<file path="src/rtl/fir_y_requant_pkg.sv">
// +--------------------------------------------------------------------------+
// | fir_y_requant_pkg : shared types for the FIR output requantization stage |
// | Revision 1.0                                                             |
// +--------------------------------------------------------------------------+
`default_nettype none

package fir_y_requant_pkg;

  localparam int FIR_CNT_WIDTH = 16;

  typedef enum logic [1:0] {
    ST_IDLE  = 2'd0,
    ST_RUN   = 2'd1,
    ST_DRAIN = 2'd2
  } fir_requant_state_e;

  typedef struct packed {
    logic                     start;
    logic [5:0]               shift;
    logic                     round_en;
    logic [FIR_CNT_WIDTH-1:0] nb_outputs;
  } fir_requant_ctrl_t;

  typedef struct packed {
    logic                     busy;
    logic                     done;
    logic [FIR_CNT_WIDTH-1:0] out_cnt;
    logic [FIR_CNT_WIDTH-1:0] sat_cnt;
  } fir_requant_flags_t;

endpackage

`default_nettype wire

</file>
<file path="src/rtl/fir_y_requant_sat.sv">
// +--------------------------------------------------------------------------+
// | fir_y_requant_sat : combinational round-half-up, shift, saturate         |
// | Revision 1.0                                                             |
// +--------------------------------------------------------------------------+
`default_nettype none

module fir_y_requant_sat #(
  parameter int DATA_WIDTH = 16,
  parameter int ACC_WIDTH  = 38
) (
  input  logic [ACC_WIDTH-1:0]  i_acc,
  input  logic [5:0]            i_shift,
  input  logic                  i_round_en,
  output logic [DATA_WIDTH-1:0] o_data,
  output logic                  o_sat
);

  // One extra bit of headroom so the rounding offset can never overflow.
  localparam logic signed [ACC_WIDTH:0] C_MAX =
    {{(ACC_WIDTH-DATA_WIDTH+2){1'b0}}, {(DATA_WIDTH-1){1'b1}}};
  localparam logic signed [ACC_WIDTH:0] C_MIN = ~C_MAX;

  logic        [ACC_WIDTH:0] w_rnd;
  logic signed [ACC_WIDTH:0] w_t;
  logic signed [ACC_WIDTH:0] w_r;

  assign w_rnd = (i_round_en && (i_shift != 6'd0))
               ? ((ACC_WIDTH+1)'(1) << (i_shift - 6'd1))
               : '0;
  assign w_t   = $signed({i_acc[ACC_WIDTH-1], i_acc}) + $signed(w_rnd);
  assign w_r   = w_t >>> i_shift;

  always_comb begin
    o_sat  = 1'b0;
    o_data = w_r[DATA_WIDTH-1:0];
    if (w_r > C_MAX) begin
      o_sat  = 1'b1;
      o_data = {1'b0, {(DATA_WIDTH-1){1'b1}}};
    end else if (w_r < C_MIN) begin
      o_sat  = 1'b1;
      o_data = {1'b1, {(DATA_WIDTH-1){1'b0}}};
    end
  end

endmodule

`default_nettype wire

</file>
<file path="src/rtl/fir_y_requant.sv">
// +--------------------------------------------------------------------------+
// | fir_y_requant : 2-stage requantization pipeline, accumulator -> y stream |
// | Revision 1.0                                                             |
// +--------------------------------------------------------------------------+
`default_nettype none

module fir_y_requant
  import fir_y_requant_pkg::*;
#(
  parameter int DATA_WIDTH = 16,
  parameter int ACC_WIDTH  = 38,
  parameter int CNT_WIDTH  = FIR_CNT_WIDTH
) (
  input  logic                    clk_i,
  input  logic                    rst_ni,
  input  logic                    clear_i,
  input  fir_requant_ctrl_t       ctrl_i,
  output fir_requant_flags_t      flags_o,
  input  logic                    y_acc_valid_i,
  input  logic [ACC_WIDTH-1:0]    y_acc_data_i,
  output logic                    y_acc_ready_o,
  output logic                    y_out_valid_o,
  output logic [DATA_WIDTH-1:0]   y_out_data_o,
  output logic [DATA_WIDTH/8-1:0] y_out_strb_o,
  input  logic                    y_out_ready_i
);

  localparam logic [5:0]           C_SHIFT_MAX = 6'(ACC_WIDTH-1);
  localparam logic [CNT_WIDTH-1:0] C_ONE       = CNT_WIDTH'(1);

  fir_requant_state_e    r_state;
  logic [5:0]            r_shift;
  logic                  r_round;
  logic [CNT_WIDTH-1:0]  r_nb;
  logic [CNT_WIDTH-1:0]  r_in_cnt;
  logic [CNT_WIDTH-1:0]  r_out_cnt;
  logic [CNT_WIDTH-1:0]  r_sat_cnt;
  logic                  r_v0;
  logic [ACC_WIDTH-1:0]  r_d0;
  logic                  r_v1;
  logic [DATA_WIDTH-1:0] r_d1;
  logic                  r_sat1;

  logic                  w_s1_ready;
  logic                  w_s0_ready;
  logic                  w_in_hs;
  logic                  w_out_hs;
  logic                  w_last_out;
  logic [5:0]            w_shift_cl;
  logic [DATA_WIDTH-1:0] w_q_data;
  logic                  w_q_sat;

  assign w_s1_ready    = !r_v1 || y_out_ready_i;
  assign w_s0_ready    = !r_v0 || w_s1_ready;
  assign y_acc_ready_o = (r_state == ST_RUN) && w_s0_ready && (r_in_cnt < r_nb);
  assign w_in_hs       = y_acc_valid_i && y_acc_ready_o;
  assign w_out_hs      = r_v1 && y_out_ready_i;
  assign w_last_out    = (r_state == ST_DRAIN) && w_out_hs && (r_out_cnt == r_nb - C_ONE);
  assign w_shift_cl    = (ctrl_i.shift > C_SHIFT_MAX) ? C_SHIFT_MAX : ctrl_i.shift;

  fir_y_requant_sat #(
    .DATA_WIDTH (DATA_WIDTH),
    .ACC_WIDTH  (ACC_WIDTH)
  ) u_sat (
    .i_acc      (r_d0),
    .i_shift    (r_shift),
    .i_round_en (r_round),
    .o_data     (w_q_data),
    .o_sat      (w_q_sat)
  );

  always_ff @(posedge clk_i or negedge rst_ni) begin
    if (!rst_ni) begin
      r_state   <= ST_IDLE;
      r_shift   <= '0;
      r_round   <= 1'b0;
      r_nb      <= '0;
      r_in_cnt  <= '0;
      r_out_cnt <= '0;
      r_sat_cnt <= '0;
      r_v0      <= 1'b0;
      r_d0      <= '0;
      r_v1      <= 1'b0;
      r_d1      <= '0;
      r_sat1    <= 1'b0;
    end else if (clear_i) begin
      r_state   <= ST_IDLE;
      r_shift   <= '0;
      r_round   <= 1'b0;
      r_nb      <= '0;
      r_in_cnt  <= '0;
      r_out_cnt <= '0;
      r_sat_cnt <= '0;
      r_v0      <= 1'b0;
      r_d0      <= '0;
      r_v1      <= 1'b0;
      r_d1      <= '0;
      r_sat1    <= 1'b0;
    end else begin
      if (w_in_hs) begin
        r_in_cnt <= r_in_cnt + C_ONE;
      end
      if (w_out_hs) begin
        r_out_cnt <= r_out_cnt + C_ONE;
        if (r_sat1 && (r_sat_cnt != '1)) begin
          r_sat_cnt <= r_sat_cnt + C_ONE;
        end
      end

      // Stage 1 refills whenever it drains, so a simultaneous in/out handshake leaves no bubble.
      if (r_v0 && w_s1_ready) begin
        r_v1   <= 1'b1;
        r_d1   <= w_q_data;
        r_sat1 <= w_q_sat;
      end else if (w_out_hs) begin
        r_v1 <= 1'b0;
      end

      if (w_in_hs) begin
        r_v0 <= 1'b1;
        r_d0 <= y_acc_data_i;
      end else if (r_v0 && w_s1_ready) begin
        r_v0 <= 1'b0;
      end

      case (r_state)
        ST_IDLE: begin
          if (ctrl_i.start && (ctrl_i.nb_outputs != '0)) begin
            r_shift   <= w_shift_cl;
            r_round   <= ctrl_i.round_en;
            r_nb      <= ctrl_i.nb_outputs;
            r_in_cnt  <= '0;
            r_out_cnt <= '0;
            r_sat_cnt <= '0;
            r_state   <= ST_RUN;
          end
        end
        ST_RUN: begin
          if (w_in_hs && (r_in_cnt == r_nb - C_ONE)) begin
            r_state <= ST_DRAIN;
          end
        end
        ST_DRAIN: begin
          if (w_last_out) begin
            r_state <= ST_IDLE;
          end
        end
        default: r_state <= ST_IDLE;
      endcase
    end
  end

  assign y_out_valid_o   = r_v1;
  assign y_out_data_o    = r_d1;
  assign y_out_strb_o    = '1;

  assign flags_o.busy    = (r_state != ST_IDLE);
  assign flags_o.done    = w_last_out;
  assign flags_o.out_cnt = r_out_cnt;
  assign flags_o.sat_cnt = r_sat_cnt;

endmodule

`default_nettype wire
</file>
<file path="config.mk">
export PLATFORM = sky130hd
export DESIGN_NAME = fir_y_requant
export DESIGN_NICKNAME = d
export VERILOG_FILES = /design/src/rtl/fir_y_requant_pkg.sv /design/src/rtl/fir_y_requant_sat.sv /design/src/rtl/fir_y_requant.sv
export SDC_FILE = /design/constraint.sdc
export NUM_CORES = 1
export LEC_CHECK = 0
export BUFFER_PORTS_ARGS = -buffer_cell sky130_fd_sc_hd__buf_4
export CORE_UTILIZATION = 61
export CTS_CLUSTER_SIZE = 16
export DETAILED_ROUTE_END_ITERATION = 10
export PLACE_DENSITY = 0.82
export REMOVE_ABC_BUFFERS = 1
export SYNTH_ARGS = -nofsm -noshare
export SYNTH_HDL_FRONTEND = slang
export SYNTH_SLANG_ARGS = --single-unit
export TNS_END_PERCENT = 1
</file>
<file path="constraint.sdc">
create_clock -name clk_i -period 15.4 [get_ports clk_i]
set_clock_uncertainty 0.1 [all_clocks]
set_input_delay 2.31 -clock clk_i [delete_from_list [all_inputs] [get_ports clk_i]]
set_output_delay 2.31 -clock clk_i [all_outputs]
set_load 0.02 [all_outputs]
</file>
* Yosys cells after proc, flatten, opt, wreduce, memory -nomap -nowiden
Index checks and enable logic that the tools add are counted.
** Storage, ports and cells
- Word-level logic and storage cells :: 104
- Output and inout bits :: 54
- Register bits after elaboration :: 130
** Operators by class
- Mux-type cells :: 45
- Shift operators :: 2
- $lt $le $gt $ge :: 4
- $add $sub $neg :: 6
- Reductions and logical operators :: 27
- Eq/ne operators :: 8
** Operators with widths (number)
- two-way mux 16 bit :: 20
- two-way mux 38 bit :: 2
- adder 16 x 1 -> 16 bit, second input constant :: 3
- adder 38 x 39 -> 39 bit :: 1
- > comparator 39 x 16 -> 1 bit, second input constant :: 1
- less-than comparator 39 x 16 -> 1 bit, second input constant :: 1
- two-way mux 39 bit :: 1
- left shift 1 x 6 -> 39 bit, first input constant :: 1
- >>> shifter 39 x 6 -> 39 bit :: 1
- == test 16 bit :: 2
- two-way mux 6 bit :: 4
- less-than comparator 16 bit :: 1
- inequality test 16 bit, second input constant :: 1
- nonzero test 16 bit :: 1
- subtractor 16 x 1 -> 16 bit, second input constant :: 1
- two-way mux 1 bit :: 13
- logical AND 1 bit :: 11
- nonzero test 2 bit :: 5
- two-way mux 2 bit :: 4
- > comparator 6 bit, second input constant :: 1
- inequality test 3 bit, second input constant :: 2
- one-hot mux 2 bit (3 select lines) :: 1
- nonzero test 3 bit :: 2
- nonzero test 6 bit :: 1
- other kinds (9) :: 11

* Logic depth before layout (Yosys ltp)
Gate-level depths: netlist (run 1).
- Depth after elaboration :: 10
- Gate-level depth with buffers :: 27

* Cells and area by module
A second synthesis (run 1) with hierarchy kept.
** Unflattened totals
- Cells, all modules :: 1718
- Area, all modules :: 13533.0 um2
** By module, submodules not included
- fir_y_requant :: sequential area each 3253.1 um2, cells an instance 741, area each 6942.9 um2, times used 1
- fir_y_requant_sat :: sequential area each 0.0 um2, cells an instance 977, area each 6590.1 um2, times used 1

* Worst setup path after synthesis (run 1)
Ideal clock, no wire load.
- Path type :: register to register
- Start :: register r_shift[3]
- End :: register r_d1[14], in the netlist y_out_data_o[14]
- Clock period less this slack :: 5.966 ns
- Buffers on the path :: 7
- Data required time :: 15.233 ns
- Cell stages (with the launch flop) :: 25
- Data arrival time :: 5.799 ns
- Library setup time :: 0.067 ns
- Path slack :: 9.434 ns
- Cells stage by stage :: dfrtp_1 clkbuf_1 clkbuf_1 buf_1 buf_1 clkbuf_1 nand3_1 nor2_1 ha_1 buf_2 a21oi_1 o21ai_1 a21o_1 o21a_1 o211a_1 or3_4 and2_0 clkbuf_2 a21oi_1 a31o_2 nand4_1 o41ai_2 a31oi_1 nor4_4 a221o_1
** Between the ends
- Cells in the longest elaborated chain, start to end :: 10
** Ends and longest elaborated chain
- start, declared :: line fir_y_requant.sv:32 : logic [5:0] r_shift;
- start signal, assigned :: line fir_y_requant.sv:129 : r_shift <= w_shift_cl;
- subtractor 6 x 1 -> 6 bit or nonzero test 6 bit (tied branches) :: line fir_y_requant_sat.sv:28, fir_y_requant_sat.sv:27
- left shift 1 x 6 -> 39 bit or logical AND 1 bit (tied branches) :: line fir_y_requant_sat.sv:28, fir_y_requant_sat.sv:27
- two-way mux 39 bit :: line fir_y_requant_sat.sv:28 : ? ((ACC_WIDTH+1)'(1) << (i_shift - 6'd1))
- adder 38 x 39 -> 39 bit :: line fir_y_requant_sat.sv:30 : assign w_t = $signed({i_acc[ACC_WIDTH-1], i_acc}) + $signed(w_rnd);
- >>> shifter 39 x 6 -> 39 bit * :: line fir_y_requant_sat.sv:31 : assign w_r = w_t >>> i_shift;
- less-than comparator 39 x 16 -> 1 bit :: line fir_y_requant_sat.sv:39 : end else if (w_r < C_MIN) begin
- two-way mux 16 bit :: line fir_y_requant_sat.sv:39
- two-way mux 16 bit * :: line fir_y_requant_sat.sv:36 : if (w_r > C_MAX) begin
- two-way mux 16 bit * :: line fir_y_requant.sv:111 : if (r_v0 && w_s1_ready) begin
- two-way mux 16 bit * :: line fir_y_requant.sv:86 : end else if (clear_i) begin
- end signal, assigned :: line fir_y_requant.sv:113 : r_d1 <= w_q_data;
- end, declared :: line fir_y_requant.sv:41 : logic [DATA_WIDTH-1:0] r_d1;
Mark *: on every way between the ends. The rest lies on a longest branch, timed or not. The select of a mux whose other input is x is not followed.
A chain may end at the register's enable or synchronous reset.

* Final worst setup path (run 1)
- Start :: register r_shift[0]
- End :: register r_d1[14], in the netlist y_out_data_o[14]
Same word-level chain as after synthesis.

==> results of run 1 <==
==> worst register-to-register path, stage by stage (launching register included) <==
cell      delay (ps)
dfrtp_1          360
buf_4            280
inv_1            100
buf_4            460
nand2_1          370
nor2_1           350
o21ai_0          150
nand2_1          300
nor2_1            90
ha_1             410
a21oi_1          280
o21ai_0          230
a21oi_1          440
nand2b_1         130
o211a_1          310
o21ai_0          420
nand2_1          640
o31ai_1          600
nor2_1           160
a221oi_1         500
a221oi_1         140
a31oi_1          390
nor4_4           140
a221o_1          400
==> logic make-up after synthesis <==
group           share of synthesized area [%]
compound gates                           21.7
xor+xnor                                 8.06
fa+ha+maj                                5.76
buf+inv                                  4.38
flops                                    25.1
mux                                      10.7
other cells                            0.0290
simple gates                             24.3
==> synthesized netlist by cell type, types with 6 or more instances <==
master	count	area, um2
a211oi_1	21	158
a21o_1	16	120
a21oi_1	89	445
a221o_1	18	180
a221oi_1	13	114
a22oi_1	8	60.1
a31oi_1	15	93.8
and3_1	19	119
and4_1	8	70.1
buf_1	15	56.3
buf_2	20	100
clkbuf_1	61	229
dfrtp_1	130	3250
ha_1	58	726
inv_1	36	135
mux2_2	12	135
mux2i_1	113	1130
nand2_1	164	616
nand2b_1	7	43.8
nand3_1	45	225
nand3b_1	7	52.6
nand4_1	45	282
nor2_1	246	923
nor2b_1	11	68.8
nor3_1	51	255
nor4_1	16	100
o211a_1	6	60.1
o211ai_1	32	240
o21a_1	18	135
o21ai_0	65	325
o21ai_1	10	50.1
o21bai_1	7	52.6
o22ai_1	12	75.1
or2_2	9	56.3
or3_1	10	62.6
xnor2_1	58	508
xor2_1	61	534
==> per-stage QoR <==
step / total power, mW / worst slack (ps)
after floorplan: 0.579 / 8800
after global placement: 0.684 / 7930
after detailed placement: 0.691 / 7920
after CTS: 1.13 / 7840
after global routing: 1.18 / 7100
final: 1.15 / 7530
==> power groups by stage <==
stage               Clock (mW)  Sequential (mW)  Combinational [mW]
floorplan                    0            0.384               0.195
global placement             0            0.376               0.308
detailed placement           0            0.377               0.314
CTS                      0.435            0.371               0.320
global route             0.450            0.373               0.353
finish                   0.438            0.372               0.335
==> cell type report <==
cell class	instances	area (um2)	area share, %
Multi-Input combinational cell	1376	9130	63.0
Sequential cell	130	3250	22.5
Timing Repair Buffer	134	1010	6.97
Clock buffer	17	425	2.94
Tap cell	270	338	2.33
Clock inverter	15	188	1.30
Inverter	37	139	0.959
==> metal layers <==
layer / global-route usage, % / vias up / wire length, um
met5: 0 / - / 13
met4: 28.2 / 2 / 3020
met3: 13.2 / 320 / 6020
met2: 70.2 / 1156 / 22000
met1: 59.2 / 6749 / 19200
li1: - / 6129 / -
==> worst min-delay path by stage <==
stage	startpoint	to	slack, ps	cells past startpoint
final	y_out_data_o[15]	y_out_data_o[15]	410	2
after global routing	y_out_data_o[7]	y_out_data_o[7]	430	1
after CTS	y_out_data_o[15]	y_out_data_o[15]	420	2
after detailed placement	y_out_data_o[15]	y_out_data_o[15]	400	2
after global placement	r_sat1	r_sat1	370	1
after floorplan	r_sat1	r_sat1	360	1
==> layout by cell type (no fill, tap or decap), types with 51 or more instances in the layout <==
master | synthesis | routed
a21oi_1 | 89 | 89
o21ai_0 | 65 | 65
nor3_1 | 51 | 51
mux2i_1 | 113 | 113
buf_4 | 5 | 133
nor2_1 | 246 | 246
xor2_1 | 61 | 61
nand2_1 | 164 | 164
ha_1 | 58 | 58
dfrtp_1 | 130 | 130
xnor2_1 | 58 | 58
==> flip-flops by register name, indices dropped and copies added, names as in the netlist <==
name           count
y_out_valid_o      1
r_state            2
r_v0               1
r_in_cnt          16
r_sat_cnt         16
r_d0              38
r_round            1
y_out_data_o      16
r_out_cnt         16
r_nb              16
r_sat1             1
r_shift            6
==> impl_metrics.yaml, run 1 <==
clock_tree:
  clock-sinks: 130
  cts_tree: "built"
  cts_resized: 0
  cts_buffer_depth: 2
  clk_pin_slew_ps: 70
  htree_num_levels: 4
  clockRootBuffer: "clkbuf_16"
  clk_latency_ps: 450
  post_cts_buffers: 0
  cts.hold.buffers_added: 0
  cts_inserted_buffers: 17
synthesis:
  avgSynthCellArea_um2: 7.87
  synth_warnings: 0
  netlist_area_um2: 12900
  ys_seq_area_share_pct: 25.1
  synth_ff_type: "dfrtp_1"
  synthArstFlopShare_pct: 100
  synth_cell_type_count: 93
  postSynthCellCount: 1644
  yosys_register_bits: 130
  synth-edff-count: 0
routing:
  dr.pass1.iters: 7
  via_per_inst: 7.25
  avgRoutedWirePerCell_um: 25.4
  drt_iter0_drc: 2371
  postRouteAntennaNets: 0
  routed_wl_um: 50200
  drt_drc_violations_left: 0
  num_vias: 14400
sta:
  final-setup-viol-count: 0
  whs_ps: 409
  fmax_mhz: 127
  fin_crit_sh_pct: 51.1
  post-route-min-period_ps: 7870
  finalSetupTns_ps: 0
  final_max_slew_viol_count: 0
  relSlewSlack_pct: 17.9
  hold_violations: 0
  tightestPinTransition_ps: 1230
  rsz0062_at_grt: "no"
outcome:
  status: "finished clean"
floorplan:
  die_height_um: 148
  num_io_pins: 121
  die_x_um: 148
  core_um2: 20500
  initial_core_util_pct: 63.1
  die_area_um2: 21800
  rows: 52
pwr:
  clkPwrFrac_pct: 38.3
  ir_worst_vdd_v: 0.0000673
  pwr-share-seq_pct: 32.5
  comb_power_share_pct: 29.2
  p_int_uw: 708
  powerDensity_nw_per_um2: 79.1
  leakage_nw: 6.64
  switching_share_pct: 38.2
  p_sw_uw: 438
place:
  dp_cells: 1947
  dp_hpwl_um: 35300
  gp_congestion: 1.03
  place_area_um2: 13900
  io_buffer_count: 118
worst_setup_path:
  regToRegSetupSlack_ps: 7530
  crit_end: "y_out_data_o[14]"
  start_kind: "flop"
  worstReg2RegStart: "r_shift[0]"
  critPathLaunch: "r_shift[0]"
  cp_cell_sequence: "buf_4 > inv_1 > buf_4 > nand2_1 > nor2_1 > o21ai_0 > nand2_1 > nor2_1 > ha_1 > a21oi_1 > o21ai_0 > a21oi_1 > nand2b_1 > o211a_1 > o21ai_0 > nand2_1 > o31ai_1 > nor2_1 > a221oi_1 > a221oi_1 > a31oi_1 > nor4_4 > a221o_1"
  critPathBufInv: 3
  r2r_cells: 23
  max_stage_delay_ps: 640
  crit_required_ps: 15620
  crit_fanout: 43
  cp_slowest_cell: "nand2_1"
  arrival_ps: 8090
  reg2reg_to: "y_out_data_o[14]"
  worst-path-stages: 23
  worstSetupPathType: "reg2reg"
  critPathCaptureType: "flop"
  path_delay_family: "compound AO/OA/AOI/OAI gates"
cells_and_area:
  nNetsFinal: 1822
  drive_above_1_share_pct: 13.2
  finalInstanceArea_um2: 14500
  diodes: 0
  instances_no_fill: 1979
  fill_cells: 1523
  fin_util_pct: 70.7
  area_growth_pct: 12.0
grt:
  antenna_found_initial: 1
  grt_usage_pct: 46.6
  grt_pass1_vias: 14000
  grt_overflow_total: 0
  grt_pass1_wl_um: 78600
  grt_max_degree: 74
flow_run:
  maxCapViolCount: 0
hold_path:
  hp-class: "reg2reg"
No activity file was read; power rests on OpenSTA's default activity.
==> run 2, diff against run 1 <==
--- a/config.mk
+++ b/config.mk
@@ -5,11 +5,12 @@
 export SDC_FILE = /design/constraint.sdc
 export NUM_CORES = 1
 export LEC_CHECK = 0
+export ABC_AREA = 1
 export BUFFER_PORTS_ARGS = -buffer_cell sky130_fd_sc_hd__buf_4
-export CORE_UTILIZATION = 61
+export CORE_UTILIZATION = 56
 export CTS_CLUSTER_SIZE = 16
 export DETAILED_ROUTE_END_ITERATION = 10
-export PLACE_DENSITY = 0.82
+export PLACE_DENSITY = 0.79
 export REMOVE_ABC_BUFFERS = 1
 export SYNTH_ARGS = -nofsm -noshare
 export SYNTH_HDL_FRONTEND = slang
==> constraint.sdc (replaced) <==
create_clock -name clk_i -period 7 [get_ports clk_i]
set_clock_uncertainty 0.1 [all_clocks]
set_input_delay 1.05 -clock clk_i [delete_from_list [all_inputs] [get_ports clk_i]]
set_output_delay 1.05 -clock clk_i [all_outputs]
set_load 0.02 [all_outputs]
==> impl_metrics.yaml, run 2 <==
worst_setup_path:
  start_kind: "flop"
  crit_fanout: 16
  arrival_ps: 6040
  r2r_cells: 33
  critPathCaptureType: "flop"
  crit_required_ps: 7230
  cp_slowest_cell: "dfrtp_1"
  cp_common_cell: "nand2_1"
  max_stage_delay_ps: 550
  worstSetupPathType: "reg2reg"
clock_tree:
  post_cts_buffers: 0
  cts_buffer_depth: 2
  cts.hold.buffers_added: 0
  cts_tree: "built"
  cts_inserted_buffers: 17
  clock-sinks: 130
  cts_resized: 0
  clk_latency_ps: 450
  htree_num_levels: 4
  clockRootBuffer: "clkbuf_16"
  clk_pin_slew_ps: 80
synthesis:
  synth_ff_type: "dfrtp_1"
  netlist_area_um2: 13100
  avgSynthCellArea_um2: 6.06
  postSynthCellCount: 2156
  synth-edff-count: 0
  yosys_register_bits: 130
  synthArstFlopShare_pct: 100
  synth.top_cells.by_area: "dfrtp_1, nand2_1, nand3_1"
  synth-simple-area-share_pct: 45.2
  synth_most_common_cell: "nand2_1"
  muxShareOfSynthArea_pct: 0.383
  synth_cell_type_count: 53
  synth_top_family_by_area: "simple AND/OR/NAND/NOR gates"
  synthAdderAreaFrac_pct: 5.71
  synth_warnings: 0
  synth_compound_area_share_pct: 8.78
  synth.top_cells.by_count: "nand2_1, nand3_1, inv_1"
  ys_seq_area_share_pct: 24.9
  synth_top_cell_by_area: "dfrtp_1"
  synth_xor_area_share_pct: 4.16
  yosys.area.top_type_share_pct: 24.9
flow_run:
  maxCapViolCount: 0
pwr:
  ir_worst_vdd_v: 0.000144
  power_mw: 2.81
  leakage_nw: 7.77
  powerDensity_nw_per_um2: 192
sta:
  hold_violations: 0
  fmax_mhz: 172
  final-setup-viol-count: 0
  finalSetupTns_ps: 0
  tightestPinTransition_ps: 1030
  post-route-min-period_ps: 5810
  rsz0062_at_grt: "no"
  fin_crit_sh_pct: 83.0
  final_max_slew_viol_count: 0
  relSlewSlack_pct: 30.9
hold_path:
  worstHoldPathCells: 2
  hp-class: "reg2reg"
outcome:
  status: "finished clean"
routing:
  drt_drc_violations_left: 0
  avgRoutedWirePerCell_um: 18.5
  num_vias: 14900
  via_per_inst: 5.84
  drt_iter0_drc: 1871
  dr.pass1.iters: 6
  routed_wl_um: 47300
  postRouteAntennaNets: 0
cells_and_area:
  fin_util_pct: 64.4
  largest_reg_flops: 38
  area_growth_pct: 12.4
  instances_no_fill: 2555
  nNetsFinal: 2355
  final_cell_mix: "nand2_1, nand3_1, inv_1, nor2_1, buf_4"
  fill_cells: 2110
  final_common_cell: "nand2_1"
  top_register: "r_d0"
  drive_above_1_share_pct: 10.6
  diodes: 0
place:
  dp_cells: 2523
  io_buffer_count: 118
  dp_hpwl_um: 36700
  gp_congestion: 1.09
grt:
  grt_pass1_vias: 13800
  grt_usage_pct: 40.1
  grt_overflow_total: 0
  grt_pass1_wl_um: 74300
  antenna_found_initial: 0
  grt_max_degree: 70
floorplan:
  initial_core_util_pct: 57.3
  die_area_um2: 23900
  num_io_pins: 121
  core_um2: 22800
  rows: 55
  die_x_um: 155
  die_height_um: 155
-- run 2: changes by cell type in the layout (fill, tap and decap cells not counted), sizes merged, moves of 24 or more --
cell | previous run | this run
nand2 | 164 | 700
nand3 | 45 | 359
inv | 44 | 277
mux2i | 113 | 5
nor2 | 247 | 191
xnor2 | 58 | 13
nor3 | 53 | 26
a211oi | 26 | 2
-- run 2: final timing paths --
kind	from	slack [ps]	to
min in group asynchronous	rst_ni	500	r_d0[8]
setup / recovery	r_shift[4]	1190	y_out_data_o[5]
max in group asynchronous	rst_ni	4920	r_shift[2]
setup reg to reg	r_shift[4]	1190	y_out_data_o[5]
hold / removal	y_out_data_o[9]	380	y_out_data_o[9]
hold reg to reg	y_out_data_o[9]	380	y_out_data_o[9]
-- run 2: final cells by class --
| class | count | area (um2) | area share (%) |
|---|---|---|---|
| multi-input combinational | 1671 | 8400 | 57.2 |
| sequential | 130 | 3250 | 22.2 |
| inverter | 275 | 1030 | 7.05 |
| timing repair buffer | 134 | 1010 | 6.88 |
| clock buffer | 17 | 425 | 2.90 |
| tap | 313 | 392 | 2.67 |
| clock inverter | 15 | 163 | 1.11 |
-- run 2: critical path, delay by kind of cell, from the launching register on --
family / cells / cell delay [ps]
simple gates: 28 / 3980
buf+inv: 3 / 620
fa+ha+maj: 1 / 310
compound gates: 1 / 110
flops: 1 / 550
-- run 2: where the power goes --
| part | total, mW | switching, mW | internal (mW) |
|---|---|---|---|
| combinational | 1.02 | 0.701 | 0.323 |
| clock | 0.955 | 0.448 | 0.507 |
| sequential | 0.833 | 0.0402 | 0.793 |
| total | 2.81 | 1.19 | 1.62 |
-- run 2: cell families after synthesis --
logic type / count (synthesis)
AOI/OAI and AO/OA: 205
xor gates and xnor gates: 62
adders and majority gates: 59
buffers and inverters: 356
DFF: 130
muxes: 5
other: 1
and+or+nand+nor: 1338
-- run 2: metrics by stage --
stage / worst slack (ps) / hold slack (ps) / area, um2
floorplan: 1540 / 350 / 12700
global placement: 1440 / 366 / 14100
detailed placement: 1470 / 366 / 14100
CTS: 1440 / 385 / 14700
global route: 829 / 418 / 14700
finish: 1190 / 379 / 14700
-- run 2: layer usage --
metal	vias to the layer above	part of all wire, %	global-route usage [%]
met1	6912	43	56.1
met4	0	2.9	11.9
li1	7115	-	-
met2	778	44	62.8
met5	-	0	0
met3	108	10	7.65
==> run 3, diff against run 2 <==
--- a/config.mk
+++ b/config.mk
@@ -5,12 +5,12 @@
 export SDC_FILE = /design/constraint.sdc
 export NUM_CORES = 1
 export LEC_CHECK = 0
-export ABC_AREA = 1
+export ABC_AREA = 0
 export BUFFER_PORTS_ARGS = -buffer_cell sky130_fd_sc_hd__buf_4
-export CORE_UTILIZATION = 56
+export CORE_UTILIZATION = 61
 export CTS_CLUSTER_SIZE = 16
 export DETAILED_ROUTE_END_ITERATION = 10
-export PLACE_DENSITY = 0.79
+export PLACE_DENSITY = 0.82
 export REMOVE_ABC_BUFFERS = 1
 export SYNTH_ARGS = -nofsm -noshare
 export SYNTH_HDL_FRONTEND = slang
==> constraint.sdc (replaced) <==
create_clock -name clk_i -period 5.6 [get_ports clk_i]
set_clock_uncertainty 0.1 [all_clocks]
set_input_delay 0.84 -clock clk_i [delete_from_list [all_inputs] [get_ports clk_i]]
set_output_delay 0.84 -clock clk_i [all_outputs]
set_load 0.02 [all_outputs]
==> impl_metrics.yaml, run 3 (synthesized netlist as in run 1, its figures left out) <==
cells_and_area:
  top_register: "r_d0"
  drive_above_1_share_pct: 30.7
  nNetsFinal: 2136
  final_common_cell: "buf_4"
  area_growth_pct: 34.3
  largest_reg_flops: 38
  finalInstanceArea_um2: 17400
  final_cell_mix: "buf_4, nor2_1, nand2_1, dfrtp_1, mux2i_1"
  instances_no_fill: 2294
worst_setup_path:
  arrival_ps: 6260
  regToRegSetupSlack_ps: -380
  crit_required_ps: 5880
  cp_slowest_cell: "nor3_1"
  critPathCaptureType: "flop"
  worstSetupPathType: "reg2reg"
  crit_fanout: 8
  cp_common_cell: "buf_4"
  start_kind: "flop"
  path_delay_family: "compound AO/OA/AOI/OAI gates"
  critPathBufInv: 6
  max_stage_delay_ps: 600
  cp_cell_sequence: "buf_4 > inv_1 > nand2_1 > nor3_1 > ha_1 > o211ai_1 > buf_4 > o21a_1 > nor2b_4 > o21a_1 > o21ai_1 > xor2_1 > a222oi_1 > buf_4 > o21ai_4 > o211ai_1 > buf_4 > nand4_1 > o41ai_2 > a31oi_2 > nor4_4 > buf_6 > a221o_1"
sta:
  final-setup-viol-count: 16
  whs_ps: 394
  fin_crit_sh_pct: 107
  tightestPinTransition_ps: 1070
  fmax_mhz: 167
  final_max_slew_viol_count: 0
  setup_ws_ps: -381
  rsz0062_at_grt: "yes"
  relSlewSlack_pct: 28.4
  post-route-min-period_ps: 5980
  hold_violations: 0
place:
  dp_hpwl_um: 37900
  place_area_um2: 16000
  dp_cells: 2232
  io_buffer_count: 118
  gp_congestion: 1.09
routing:
  drt_iter0_drc: 2596
  routed_wl_um: 55500
  avgRoutedWirePerCell_um: 24.2
  drt_drc_violations_left: 0
  num_vias: 16100
  dr.pass1.iters: 6
  via_per_inst: 7.02
  postRouteAntennaNets: 0
floorplan:
  core_um2: 20500
  die_height_um: 148
  die_x_um: 148
  num_io_pins: 121
  die_area_um2: 21800
  initial_core_util_pct: 63.1
  rows: 52
clock_tree:
  clock-sinks: 130
  clk_latency_ps: 460
  cts_inserted_buffers: 17
  cts_buffer_depth: 2
  clk_pin_slew_ps: 70
  clockRootBuffer: "clkbuf_16"
  htree_num_levels: 4
  cts_tree: "built"
hold_path:
  hp-class: "reg2reg"
flow_run:
  maxCapViolCount: 0
outcome:
  violations: "negative setup slack"
  status: "finished with violations"
grt:
  grt_pass1_wl_um: 83700
  antenna_found_initial: 1
  grt_max_degree: 72
  grt_pass1_vias: 15500
  grt_usage_pct: 49.3
  grt_overflow_total: 0
pwr:
  powerDensity_nw_per_um2: 194
  ir_worst_vdd_v: 0.000204
  leakage_nw: 8.23
  power_mw: 3.37
## run 3: where the power goes
group	internal, mW	total [mW]	switching (mW)
Sequential	0.980	1.03	0.0468
Clock	0.597	1.17	0.575
Combinational	0.500	1.17	0.675
Total	2.08	3.37	1.30
## run 3: worst reg2reg max path: cells and delay by family (launching register included)
kind | cells | cell delay (ps)
compound gates | 10 | 2550
xor+xnor | 1 | 140
fa+ha+maj | 1 | 420
buf+inv | 6 | 1080
flops | 1 | 390
simple gates | 5 | 1240
## run 3: per-layer routing
metal / track usage (%) / part of all wire, %
met5: 0 / 0
met4: 26.7 / 6.9
met3: 13.5 / 14
met2: 75.8 / 43
met1: 62.9 / 36
## run 3: worst paths after layout
kind | startpoint | end | depth (start not counted)
worst min register to register | r_sat1 | r_sat1 | 1
max in group asynchronous | rst_ni | r_shift[4] | 2
worst min-delay path | r_sat1 | r_sat1 | 1
min in group asynchronous | rst_ni | r_d0[31] | 2
worst max-delay path | r_shift[0] | y_out_data_o[10] | 23
worst max register to register | r_shift[0] | y_out_data_o[10] | 23
## run 3: metrics by stage
stage | setup TNS, ps | util [%] | worst slack [ps]
after floorplan | -15240 | - | -996
after global placement | -6920 | 78.2 | -492
after detailed placement | -6880 | 78.2 | -464
after CTS | 0 | 83.2 | 11.1
after global routing | -7480 | 84.8 | -504
final | -5410 | 84.8 | -381
## run 3: what timing repair did
item / in CTS / in global routing
hold buffers: 0 / 0
resized for setup: 61 / 59
pin swaps: 28 / 25
endpoints found under the setup margin: 16 / 16
buffers inserted: 20 / 9
## run 3: area by class of cell
cell class | instances | area, um2
timing repair buffer | 448 | 3390
inverter | 37 | 139
clock buffer | 17 | 425
clock inverter | 15 | 161
fill | 1117 | 3120
tap | 270 | 338
sequential | 130 | 3250
antenna | 1 | 2.50
multi-input combinational | 1376 | 9670
